**src/rtl/sync_fifo_param.sv**
```systemverilog
// rtl/sync_fifo_param.sv - single-clock parametrised FIFO with almost flags, sticky errors, flush and FWFT
module sync_fifo_param #(
    parameter int DATA_WIDTH = 8,
    parameter int ADDR_WIDTH = 4,
    parameter int FWFT       = 0,
    parameter int AF_THRESH  = 14,
    parameter int AE_THRESH  = 2
) (
    input  logic                  clk,
    input  logic                  rst,
    input  logic                  clr,
    input  logic                  wr_en,
    input  logic [DATA_WIDTH-1:0] wr_data,
    input  logic                  rd_en,
    output logic [DATA_WIDTH-1:0] rd_data,
    output logic                  rd_valid,
    output logic                  full,
    output logic                  empty,
    output logic                  almost_full,
    output logic                  almost_empty,
    output logic [ADDR_WIDTH:0]   count,
    output logic                  overflow,
    output logic                  underflow
);

    localparam int                DEPTH   = 1 << ADDR_WIDTH;
    localparam logic [ADDR_WIDTH:0] DEPTH_C = (ADDR_WIDTH+1)'(DEPTH);
    localparam logic [ADDR_WIDTH:0] AF_C    = (ADDR_WIDTH+1)'(AF_THRESH);
    localparam logic [ADDR_WIDTH:0] AE_C    = (ADDR_WIDTH+1)'(AE_THRESH);

    logic [DATA_WIDTH-1:0] mem_q [DEPTH];

    logic [ADDR_WIDTH-1:0] wr_ptr_q, wr_ptr_d;
    logic [ADDR_WIDTH-1:0] rd_ptr_q, rd_ptr_d;
    logic [ADDR_WIDTH:0]   count_q, count_d;
    logic                  full_q, empty_q, almost_full_q, almost_empty_q;
    logic                  overflow_q, underflow_q;
    logic                  wr_acc, rd_acc;
    logic                  flush;

    // Acceptance uses registered full/empty only, so a same-cycle read never frees room for a write
    always_comb begin
        flush    = rst | clr;
        wr_acc   = wr_en & ~full_q;
        rd_acc   = rd_en & ~empty_q;
        wr_ptr_d = wr_acc ? wr_ptr_q + 1'b1 : wr_ptr_q;
        rd_ptr_d = rd_acc ? rd_ptr_q + 1'b1 : rd_ptr_q;
        count_d  = count_q;
        case ({wr_acc, rd_acc})
            2'b10:   count_d = count_q + 1'b1;
            2'b01:   count_d = count_q - 1'b1;
            default: count_d = count_q;
        endcase
    end

    // Pointer, occupancy, flag and sticky-error state; flags are derived from the next occupancy
    always_ff @(posedge clk) begin
        if (flush) begin
            wr_ptr_q       <= '0;
            rd_ptr_q       <= '0;
            count_q        <= '0;
            full_q         <= 1'b0;
            empty_q        <= 1'b1;
            almost_full_q  <= 1'b0;
            almost_empty_q <= 1'b1;
            overflow_q     <= 1'b0;
            underflow_q    <= 1'b0;
        end else begin
            wr_ptr_q       <= wr_ptr_d;
            rd_ptr_q       <= rd_ptr_d;
            count_q        <= count_d;
            full_q         <= (count_d == DEPTH_C);
            empty_q        <= (count_d == '0);
            almost_full_q  <= (count_d >= AF_C);
            almost_empty_q <= (count_d <= AE_C);
            if (wr_en && full_q)
                overflow_q <= 1'b1;
            if (rd_en && empty_q)
                underflow_q <= 1'b1;
        end
    end

    // Storage array: no reset so it maps onto block/distributed RAM
    always_ff @(posedge clk) begin
        if (!flush && wr_acc)
            mem_q[wr_ptr_q] <= wr_data;
    end

    generate
        if (FWFT != 0) begin : g_fwft
            // Head of queue is presented directly; zero while nothing is stored
            always_comb begin
                rd_data  = empty_q ? '0 : mem_q[rd_ptr_q];
                rd_valid = ~empty_q;
            end
        end else begin : g_std
            logic [DATA_WIDTH-1:0] rd_data_q;
            logic                  rd_valid_q;

            // Registered read: data appears the cycle after the accepted read and then holds
            always_ff @(posedge clk) begin
                if (flush) begin
                    rd_data_q  <= '0;
                    rd_valid_q <= 1'b0;
                end else begin
                    rd_valid_q <= rd_acc;
                    if (rd_acc)
                        rd_data_q <= mem_q[rd_ptr_q];
                end
            end

            assign rd_data  = rd_data_q;
            assign rd_valid = rd_valid_q;
        end
    endgenerate

    assign full         = full_q;
    assign empty        = empty_q;
    assign almost_full  = almost_full_q;
    assign almost_empty = almost_empty_q;
    assign count        = count_q;
    assign overflow     = overflow_q;
    assign underflow    = underflow_q;

endmodule

```
**config.mk**
```make
export PLATFORM = sky130hd
export DESIGN_NAME = sync_fifo_param
export DESIGN_NICKNAME = d
export VERILOG_FILES = /design/src/rtl/sync_fifo_param.sv
export SDC_FILE = /design/constraint.sdc
export NUM_CORES = 1
export LEC_CHECK = 0
export ABC_AREA = 1
export BUFFER_PORTS_ARGS = -buffer_cell sky130_fd_sc_hd__buf_2
export CORE_ASPECT_RATIO = 2
export CORE_UTILIZATION = 60
export DETAILED_ROUTE_END_ITERATION = 8
export HOLD_SLACK_MARGIN = 0.15
export PLACE_DENSITY = 0.86
export SYNTH_ARGS = -nofsm -noshare
export SYNTH_HDL_FRONTEND = slang
export SYNTH_SLANG_ARGS = --single-unit
```
**constraint.sdc**
```tcl
create_clock -name clk -period 3 [get_ports clk]
set_input_delay 0.75 -clock clk [delete_from_list [all_inputs] [get_ports clk]]
set_output_delay 0.75 -clock clk [all_outputs]
set_load 0.02 [all_outputs]
```
==> results of run 1 <==
## per-stage QoR
step	cell area [sq um]	power, uW	setup slack (ns)
2_1_floorplan	6370	2540	0.540
3_3_place_gp	6760	2610	0.544
3_5_place_dp	6760	2620	0.445
4_1_cts	7340	4690	0.831
5_1_grt	7340	4800	0.607
6_report	7340	4690	0.747
## flip-flops by register name, indices dropped and copies added (netlist names)
signal and cells:
rd_valid 1, empty 1, count 5, overflow 1, mem_q 128, almost_full 1, rd_data 8, almost_empty 1
wr_ptr_q 4, underflow 1, rd_ptr_q 4, full 1
## path summary, 6_finish.rpt
check,startpoint,endpoint
worst max-delay path,rd_en,empty$_SDFF_PP1_
worst min-delay path,underflow$_SDFFE_PP0P_,underflow$_SDFFE_PP0P_
worst max register to register,empty$_SDFF_PP1_,empty$_SDFF_PP1_
worst min register to register,underflow$_SDFFE_PP0P_,underflow$_SDFFE_PP0P_
## metal layers
layer  vias to the layer above  global-route usage [%]  share of wire [%]
li1                       2078                       -                  -
met1                      2233                    33.2                 32
met2                       312                    54.7                 55
met3                        93                    6.75                6.4
met4                         0                    21.7                7.0
met5                         -                       0                  0
## power by group through the flow
stage | clock network (uW) | registers, uW | logic (uW)
5_1_grt | 2200 | 2370 | 227
4_1_cts | 2110 | 2370 | 205
2_1_floorplan | 0 | 2420 | 112
3_5_place_dp | 0 | 2410 | 202
6_report | 2110 | 2370 | 210
3_3_place_gp | 0 | 2410 | 192
## cells in the mapped netlist
| cell | instances |
|---|---|
| edfxtp_1 | 128 |
| nor2_1 | 107 |
| o21ai_0 | 75 |
| nand2_1 | 41 |
| inv_1 | 33 |
| dfxtp_1 | 28 |
| nand3_1 | 24 |
| o221ai_1 | 20 |
| buf_2 | 13 |
| clkbuf_1 | 12 |
| o22ai_1 | 12 |
| nor3_1 | 11 |
| a21oi_1 | 7 |
| ha_1 | 7 |
| o211ai_1 | 7 |
| o21ai_1 | 5 |
| inv_2 | 3 |
| nand2_2 | 3 |
| nand2_4 | 3 |
| buf_1 | 2 |
| clkinv_1 | 2 |
| nand3_2 | 2 |
| nand4_1 | 2 |
| buf_4 | 1 |
| clkbuf_2 | 1 |
| nand3b_1 | 1 |
| nor2_2 | 1 |
| nor2_8 | 1 |
| o21ai_2 | 1 |
| xor2_1 | 1 |
## cell families after synthesis
family | after synthesis | synth area share [%]
AOI/OAI and AO/OA | 127 | 11.7
buffers and inverters | 67 | 4.28
and+or+nand+nor | 196 | 13.3
xor gates and xnor gates | 1 | 0.138
adders and majority gates | 7 | 1.37
DFF | 156 | 69.1
## final cells by class
| class | count | area share (%) |
|---|---|---|
| tap | 135 | 2.30 |
| multi-input combinational | 331 | 23.1 |
| clock buffer | 20 | 5.95 |
| timing repair buffer | 57 | 4.74 |
| sequential | 156 | 60.0 |
| clock inverter | 12 | 1.99 |
| inverter | 38 | 1.94 |
## cell usage in the layout, fill, tap and decap left out, drive strengths merged
| master | netlist | layout |
|---|---|---|
| a21oi | 7 | 7 |
| buf | 16 | 57 |
| bufinv | 0 | 3 |
| clkbuf | 13 | 20 |
| clkinv | 2 | 7 |
| clkinvlp | 0 | 3 |
| dfxtp | 28 | 28 |
| edfxtp | 128 | 128 |
| ha | 7 | 7 |
| inv | 36 | 37 |
| nand2 | 47 | 47 |
| nand3 | 26 | 26 |
| nand3b | 1 | 1 |
| nand4 | 2 | 2 |
| nor2 | 109 | 109 |
| nor3 | 11 | 11 |
| o211ai | 7 | 7 |
| o21ai | 81 | 81 |
| o221ai | 20 | 20 |
| o22ai | 12 | 12 |
| xor2 | 1 | 1 |
## critical path, cell delays in order
cell,delay (ns)
buf_2,0.10
inv_2,0.05
nor2_8,0.33
nand2_4,0.12
nand2_1,0.08
nand2_1,0.09
ha_1,0.20
inv_1,0.07
nand2_1,0.11
nand3b_1,0.20
nand2_1,0.10
o21ai_2,0.08
nor2_1,0.14
nand3_1,0.12
nand2_1,0.07
==> impl_metrics.json, run 1 <==
{
  "outcome": "complete, no violations",
  "fmax_mhz": 444,
  "routed_wl_um": 15900,
  "yosysSeqAreaShare_pct": 69.1,
  "holdWs_ns": 0.476,
  "fin_crit_sh_pct": 75.1,
  "overflow": 0,
  "r2r_cells": 13,
  "ioPinCount": 33,
  "grt_max_degree": 43,
  "p_per_area_nw_per_um2": 639,
  "cp_max_fo": 25,
  "cp-start-kind": "input pin",
  "multi_input_area_sq_um": 1690,
  "netlist_area_sq_um": 6370,
  "rows": 52,
  "path_class": "input pin to register",
  "clkSlewWorstSetupHoldPaths_ns": 0.06,
  "cp.required_ns": 3.36,
  "drv_slew": 0,
  "worstPathArrival_ns": 2.61,
  "p_sw_uw": 975,
  "cts.htree.levels": 4,
  "wire_per_inst_um": 21.3,
  "p_seq_share_pct": 50.5,
  "drtIter0Drc": 615,
  "p_int_uw": 3710,
  "place.port_buffers": 32,
  "grt_pass1_wl_um": 24600,
  "first_pass_iters": 7,
  "place_inst": 717,
  "num_vias": 4716,
  "synth_seq_cells": 156,
  "yosysWarningCount": 0,
  "p_leak_uw": 0.00268,
  "cts_tree": "yes",
  "track_usage_pct": 31.8,
  "area_growth_syn_to_layout_pct": 15.2,
  "netlist_instances": 554,
  "maxSlewHeadroom_pct": 59.2,
  "yosysTopAreaCell": "edfxtp_1",
  "end_kind": "register",
  "fin_nets": 621,
  "hpwlAfterDp_um": 10100,
  "tightest_slew_ns": 0.609,
  "cts_resized": 0,
  "yosysTopAreaCellShare_pct": 60.3,
  "gp_congestion": 0.859,
  "cts_setup_buffers": 0,
  "die_height_um": 148,
  "ys_top_cells_by_area": "edfxtp_1 (60%), dfxtp_1 (8.8%), nor2_1 (6.3%), o21ai_0 (5.9%), o221ai_1 (2.7%)",
  "totalNegativeSetupSlack_ns": 0,
  "clock_latency_ns": 0.42,
  "grt_pass1_vias": 4788,
  "period_needed_ns": 2.25,
  "swShare_pct": 20.8,
  "initial_core_util_pct": 62.4,
  "clockBufferDepth": 2,
  "regToRegSetupSlack_ns": 0.78,
  "synthesis.nets": 574,
  "whs_path_depth": 2,
  "final_util_pct": 71.9,
  "p_clk_share_pct": 45.0,
  "ant_nets": 0,
  "die_width_um": 74.9,
  "dieArea_sq_um": 11100,
  "synth_cell_type_count": 30,
  "stdcell_count": 749,
  "core_sq_um": 10200,
  "layout-drive-gt1-share_pct": 16.0,
  "vdd_drop_max_mv": 0.651,
  "hold_path.class": "register to register",
  "clock_skew_ns": 0.00763,
  "setup_viol": 0,
  "drt-vias-per-instance": 6.30,
  "finalHoldViolCount": 0,
  "max_cap_viol_count": 0,
  "cts_made_buffers": 17,
  "clockRootBuffer": "clkbuf_16",
  "numClockSinks": 156,
  "n_antenna_cell": 0,
  "avgSynthCellArea_sq_um": 11.5,
  "antenna_found_initial": 0,
  "drcViolationCount": 0,
  "rsz0062_at_grt": "false",
  "seq_area_sq_um": 4410,
  "p_comb_share_pct": 4.5,
  "cts_hold_buf": 0,
  "nFillCells": 640
}
Note: power is estimated with default switching activity, not from simulation.
==> run 2: changes to the inputs <==
--- a/config.mk
+++ b/config.mk
@@ -5,13 +5,13 @@
 export SDC_FILE = /design/constraint.sdc
 export NUM_CORES = 1
 export LEC_CHECK = 0
-export ABC_AREA = 1
+export ABC_AREA = 0
 export BUFFER_PORTS_ARGS = -buffer_cell sky130_fd_sc_hd__buf_2
 export CORE_ASPECT_RATIO = 2
-export CORE_UTILIZATION = 60
+export CORE_UTILIZATION = 55
 export DETAILED_ROUTE_END_ITERATION = 8
 export HOLD_SLACK_MARGIN = 0.15
-export PLACE_DENSITY = 0.86
+export PLACE_DENSITY = 0.84
 export SYNTH_ARGS = -nofsm -noshare
 export SYNTH_HDL_FRONTEND = slang
 export SYNTH_SLANG_ARGS = --single-unit
==> constraint.sdc (replaced) <==
create_clock -name clk -period 2.04 [get_ports clk]
set_input_delay 0.51 -clock clk [delete_from_list [all_inputs] [get_ports clk]]
set_output_delay 0.51 -clock clk [all_outputs]
set_load 0.02 [all_outputs]
==> run 2 against run 1 <==
  * Synthesized area down 0.26%
  * Hold slack worse by 0.13 ns
  * Synthesized cell count down 36%
  * The flow now finishes with violations (negative setup slack)
==> impl_metrics.json, run 2 <==
{
  "outcome": "finished with violations",
  "violations": "negative setup slack",
  "synth_seq_cells": 156,
  "cp_max_fo": 5,
  "overflow": 0,
  "crit_chain": "nand2b_4 > clkinv_4 > nand2_8 > xnor2_4 > ha_4 > nor3b_4 > a31oi_2 > a221oi_2 > xnor2_2 > and4b_1",
  "num_vias": 3483,
  "yosysWarningCount": 0,
  "p_per_area_nw_per_um2": 910,
  "drv_slew": 0,
  "synthFlopType": "edfxtp_1",
  "drcViolationCount": 0,
  "p_leak_uw": 0.00263,
  "synth_common_cells": "edfxtp_1 (128), nor2_1 (30), dfxtp_1 (28), mux4_1 (24), nand2_1 (18)",
  "end_kind": "register",
  "fmax_mhz": 451,
  "final_common_cell": "edfxtp_1",
  "clockBufferDepth": 2,
  "largest_reg_flops": 128,
  "max_cap_viol_count": 0,
  "path_class": "register to register",
  "hold_path.class": "input pin to register",
  "first_pass_iters": 4,
  "grt_pass1_wl_um": 19600,
  "cp-start-kind": "register",
  "n_antenna_cell": 0,
  "clockRootBuffer": "clkbuf_16",
  "ant_nets": 0,
  "yosysTopAreaCell": "edfxtp_1",
  "routed_wl_um": 12700,
  "period_needed_ns": 2.22,
  "gp_congestion": 0.882,
  "stdcell_count": 584,
  "die_width_um": 78,
  "avgSynthCellArea_sq_um": 17.9,
  "ys_top_cells_by_area": "edfxtp_1 (60%), mux4_1 (9.9%), dfxtp_1 (8.8%), mux4_2 (2.8%), nor2_1 (1.8%)",
  "tightest_slew_ns": 0.639,
  "wire_per_inst_um": 21.8,
  "fin_crit_sh_pct": 109,
  "fin_nets": 450,
  "regMostFlops": "mem_q",
  "place_inst": 549,
  "area_growth_syn_to_layout_pct": 18.7,
  "synthArstFlopShare_pct": 0,
  "clock_latency_ns": 0.42,
  "setup_slack_ns": -0.178,
  "synthesis.nets": 375,
  "netlist_instances": 355,
  "cts_tree": "yes",
  "antenna_found_initial": 0,
  "clock_skew_ns": 0.00448,
  "netlist_area_sq_um": 6350,
  "drtIter0Drc": 324,
  "grt_pass1_vias": 3609,
  "grt_max_degree": 33,
  "rows": 55,
  "maxSlewHeadroom_pct": 57.2,
  "mostFrequentLayoutCells": "edfxtp_1 (128), buf_4 (41), buf_2 (32)",
  "finalHoldViolCount": 0,
  "nFillCells": 750,
  "vdd_drop_max_mv": 0.711,
  "place.port_buffers": 32,
  "crit_slowest_cell": "a221oi_2",
  "core_sq_um": 11300,
  "initial_core_util_pct": 56.3,
  "yosysSeqAreaShare_pct": 69.3,
  "cts_hold_buf": 0,
  "layout-drive-gt1-share_pct": 31.0,
  "cp.required_ns": 2.35,
  "numClockSinks": 156,
  "track_usage_pct": 23.2,
  "setup_viol": 5,
  "totalNegativeSetupSlack_ns": -0.638,
  "drt-vias-per-instance": 5.96,
  "seq_area_sq_um": 4410,
  "rsz0062_at_grt": "true",
  "cts.htree.levels": 4,
  "multi_input_area_sq_um": 1830,
  "synth.most_common_cell": "edfxtp_1",
  "worstPathArrival_ns": 2.53,
  "dieArea_sq_um": 12000,
  "synth_enable_flop_cells": 128,
  "synth_cell_type_count": 54,
  "cts_made_buffers": 17,
  "hpwlAfterDp_um": 8570,
  "die_height_um": 154,
  "yosysTopAreaCellShare_pct": 60.5,
  "clkSlewWorstSetupHoldPaths_ns": 0.06,
  "slowest_delay_ns": 0.37,
  "ioPinCount": 33
}
## run 2: cell types whose count changed after synthesis, moves of 23 or more
cell and delta:
nor2_1 -77, o21ai_0 -75, inv_1 -26, mux4_1 +24, nand2_1 -23
## run 2: where the power goes
part	leakage (uW)	internal (uW)	total (uW)	switching [uW]
logic	0.000975	110	261	151
clock network	0.000281	1820	3130	1310
registers	0.00138	3460	3470	12.4
## run 2: path summary, 6_finish.rpt
check                                        startpoint                      end  slack (ns)  cells after the start
worst min-delay path                              wr_en    overflow$_SDFFE_PP0P_        0.34                      3
worst max register to register         empty$_SDFF_PP1_          full$_SDFF_PP0_       -0.18                     10
worst max-delay path                   empty$_SDFF_PP1_          full$_SDFF_PP0_       -0.18                     10
worst min register to register  rd_data[4]$_SDFFE_PP0P_  rd_data[4]$_SDFFE_PP0P_        0.45                      2
## run 2: kinds of logic (layout without fill, tap and decap cells)
kind of cell               Yosys count  after routing  share of synthesized area, %
and+or+nand+nor                     76             76                          5.75
muxes                               33             33                          12.9
adders and majority gates            7              7                          1.38
AOI/OAI and AO/OA                   44             44                          5.30
DFF                                156            156                          69.3
buffers and inverters               27            114                          3.33
xor gates and xnor gates            12             12                          1.99
## run 2: final cells by class
type,instances,area share (%)
clock inverter,14,2.12
timing repair buffer,75,6.73
sequential,156,58.4
clock buffer,17,5.64
tap,142,2.36
multi-input combinational,172,24.2
inverter,8,0.498
## run 2: per-layer routing
layer  vias to the layer above  track usage (%)  part of all wire (%)
met3                        36             4.33                   3.9
met1                      1750             23.5                    35
met4                         0             13.3                   3.9
met2                       126             43.1                    58
li1                       1571                -                     -
met5                         -                0                     0
## run 2: stage by stage
stage | power, uW | utilization [%] | hold WS (ns) | area (sq um) | setup WS [ns]
2_1_floorplan | 3660 | - | 0.482 | 6370 | -0.178
3_3_place_gp | 3770 | 60.7 | 0.436 | 6850 | -0.327
3_5_place_dp | 3780 | 60.7 | 0.445 | 6850 | -0.491
4_1_cts | 6900 | 66.4 | 0.327 | 7490 | -0.153
5_1_grt | 7050 | 66.8 | 0.338 | 7540 | -0.231
6_report | 6870 | 66.8 | 0.344 | 7540 | -0.178
## run 2: critical path: cells and delay by family (launching register included)
| kind | cells | cell delay [ns] |
|---|---|---|
| DFF | 1 | 0.34 |
| adders and majority gates | 1 | 0.18 |
| and+or+nand+nor | 4 | 0.68 |
| xor gates and xnor gates | 2 | 0.31 |
| buffers and inverters | 1 | 0.07 |
| AOI/OAI and AO/OA | 2 | 0.51 |
## run 2: timing repair
item,4_1_cts,5_1_grt
setup buffers,3,1
setup endpoints to repair,5,6
pin swaps,5,6
gates resized for setup,6,6
==> run 3: changes to the inputs <==
--- a/config.mk
+++ b/config.mk
@@ -8,10 +8,10 @@
 export ABC_AREA = 0
 export BUFFER_PORTS_ARGS = -buffer_cell sky130_fd_sc_hd__buf_2
 export CORE_ASPECT_RATIO = 2
-export CORE_UTILIZATION = 55
+export CORE_UTILIZATION = 60
 export DETAILED_ROUTE_END_ITERATION = 8
 export HOLD_SLACK_MARGIN = 0.15
-export PLACE_DENSITY = 0.84
+export PLACE_DENSITY = 0.86
 export SYNTH_ARGS = -nofsm -noshare
 export SYNTH_HDL_FRONTEND = slang
 export SYNTH_SLANG_ARGS = --single-unit
==> constraint.sdc (replaced) <==
create_clock -name clk -period 2.4 [get_ports clk]
set_input_delay 0.6 -clock clk [delete_from_list [all_inputs] [get_ports clk]]
set_output_delay 0.6 -clock clk [all_outputs]
set_load 0.02 [all_outputs]
==> run 3 against run 2 <==
  * The run now ends clean
  * Via count up 5.2%
  * Routed wire length up 13%
  * Non-clock buffer count down 14
  * Power down 17%
  * Critical path depth unchanged
  * Flip-flop and latch count unchanged
  * Combinational power down 25%
  * Count of clock-buffer cells in the layout up 1
  * Setup slack better by 0.18 ns
  * Die area down 8.2%
==> impl_metrics.json, run 3 (same netlist as run 2, synthesis figures left out) <==
{
  "outcome": "complete, no violations",
  "first_pass_iters": 5,
  "dieArea_sq_um": 11000,
  "regMostFlops": "mem_q",
  "numClockSinks": 156,
  "slowest_delay_ns": 0.36,
  "n_antenna_cell": 0,
  "regToRegSetupSlack_ns": 0.005,
  "wl_met3_um": 831,
  "final_common_cell": "edfxtp_1",
  "cp-start-kind": "register",
  "dr_wl_met2_um": 7720,
  "core_sq_um": 10200,
  "fmax_mhz": 417,
  "track_usage_pct": 28.1,
  "holdWs_ns": 0.447,
  "routed_wl_um": 14400,
  "clkSlewWorstSetupHoldPaths_ns": 0.06,
  "period_needed_ns": 2.40,
  "max_cap_viol_count": 0,
  "drtIter0Drc": 349,
  "worst-path-buf-inv": 1,
  "seq_area_sq_um": 4410,
  "path_delay_family": "simple AND/OR/NAND/NOR gates",
  "end_kind": "register",
  "crit_path_start": "empty$_SDFF_PP1_",
  "p_leak_uw": 0.00254,
  "overflow": 0,
  "die_width_um": 74.8,
  "clock_latency_ns": 0.42,
  "tightest_slew_ns": 0.651,
  "place.port_buffers": 32,
  "dr.max_layer_used": "met4",
  "p_per_area_nw_per_um2": 777,
  "clockRootBuffer": "clkbuf_16",
  "largest_reg_flops": 128,
  "r2r_cells": 10,
  "m1WireLength_um": 5080,
  "clock_skew_ns": 0.00658,
  "drt-vias-per-instance": 6.49,
  "area_growth_syn_to_layout_pct": 15.5,
  "fin_crit_sh_pct": 99.8,
  "cts_made_buffers": 17,
  "cp.required_ns": 2.71,
  "layout-drive-gt1-share_pct": 27.7,
  "finalHoldViolCount": 0,
  "clockBufferDepth": 2,
  "ioPinCount": 33,
  "num_vias": 3663,
  "ant_nets": 0,
  "grt_max_degree": 25,
  "crit_path_end": "full$_SDFF_PP0_",
  "crit_top_cell": "xnor2_2",
  "nFillCells": 591,
  "r2r-end": "full$_SDFF_PP0_",
  "die_height_um": 148,
  "multi_input_area_sq_um": 1790,
  "maxSlewHeadroom_pct": 56.5,
  "cts_tree": "yes",
  "drv_slew": 0,
  "path_class": "register to register",
  "reg2reg_from": "empty$_SDFF_PP1_",
  "rows": 52,
  "worstPathArrival_ns": 2.70,
  "fin_nets": 436,
  "crit_slowest_cell": "a221oi_2",
  "grt_pass1_wl_um": 20800,
  "hpwlAfterDp_um": 8380,
  "initial_core_util_pct": 62.2,
  "cts.htree.levels": 4,
  "vdd_drop_max_mv": 0.856,
  "cp_num_cells": 10,
  "drcViolationCount": 0,
  "p_total_uw": 5700,
  "grt_pass1_vias": 3551,
  "mostFrequentLayoutCells": "edfxtp_1 (128), buf_2 (32), nor2_1 (30)",
  "crit_chain": "nand2b_4 > clkinv_4 > nand2_2 > xnor2_2 > ha_4 > nor3b_4 > a31oi_1 > a221oi_2 > xnor2_2 > and4b_1",
  "setup_viol": 0,
  "antenna_found_initial": 0,
  "cp_max_fo": 5,
  "gp_congestion": 0.786,
  "hold_path.class": "register to register",
  "wire_per_inst_um": 25.5
}
## run 3: cell types whose count changed in the layout (fill, tap and decap cells not counted), sizes merged
cell	delta
clkinvlp	+1
bufinv	-1
buf	-14
clkbuf	+1
## run 3: final cells by class
cell class	instances	area share (%)
Tap cell	135	2.30
Clock inverter	14	1.84
Multi-Input combinational cell	172	24.3
Clock buffer	18	5.85
Inverter	8	0.477
Timing Repair Buffer	61	5.15
Sequential cell	156	60.0
## run 3: power breakdown
group / total (uW) / switching [uW] / internal, uW
Clock: 2550 / 1100 / 1450
Combinational: 196 / 122 / 74.2
Sequential: 2950 / 16.3 / 2940
Total: 5700 / 1240 / 4460
## run 3: worst min path at each step
stage	start	end	slack (ns)	cells past startpoint
after global routing	wr_en	overflow$_SDFFE_PP0P_	0.46	3
after global placement	rd_data[5]$_SDFFE_PP0P_	rd_data[5]$_SDFFE_PP0P_	0.44	2
after CTS	wr_en	overflow$_SDFFE_PP0P_	0.44	3
after floorplan	wr_ptr_q[1]$_SDFFE_PP0P_	wr_ptr_q[1]$_SDFFE_PP0P_	0.48	2
final	rd_data[4]$_SDFFE_PP0P_	rd_data[4]$_SDFFE_PP0P_	0.45	2
after detailed placement	rd_data[5]$_SDFFE_PP0P_	rd_data[5]$_SDFFE_PP0P_	0.44	2
## run 3: metal layers
metal | track usage (%) | vias up
li1 | - | 1556
met1 | 32.8 | 1810
met2 | 47.3 | 235
met3 | 5.11 | 62
met4 | 16.1 | 0
met5 | 0 | -
## run 3: worst reg2reg max path: stages, from the launching register on
cell and delay [ns]:
dfxtp_1 0.34, nand2b_4 0.17, clkinv_4 0.07, nand2_2 0.08
xnor2_2 0.24, ha_4 0.22, nor3b_4 0.23, a31oi_1 0.13
a221oi_2 0.36, xnor2_2 0.20, and4b_1 0.24
## run 3: metrics by stage
step | setup slack (ns) | setup TNS, ns | utilization [%] | instance area, sq um | cells
after floorplan | 0.0241 | 0 | - | 6360 | 355
after global placement | -0.0981 | -0.255 | 65.9 | 6730 | 532
after detailed placement | -0.279 | -1.04 | 65.9 | 6730 | 532
after CTS | 0.0575 | 0 | 71.5 | 7300 | 564
after global routing | -0.0349 | -0.0471 | 71.8 | 7340 | 564
final | 0.00462 | 0 | 71.8 | 7340 | 564
## run 3: timing repair
| action | CTS | global route |
|---|---|---|
| setup buffers | 0 | 0 |
| gates resized for setup | 2 | 5 |
| hold buffers | 0 | 0 |
| endpoints found under the setup margin | 1 | 3 |
| pin swaps | 0 | 3 |
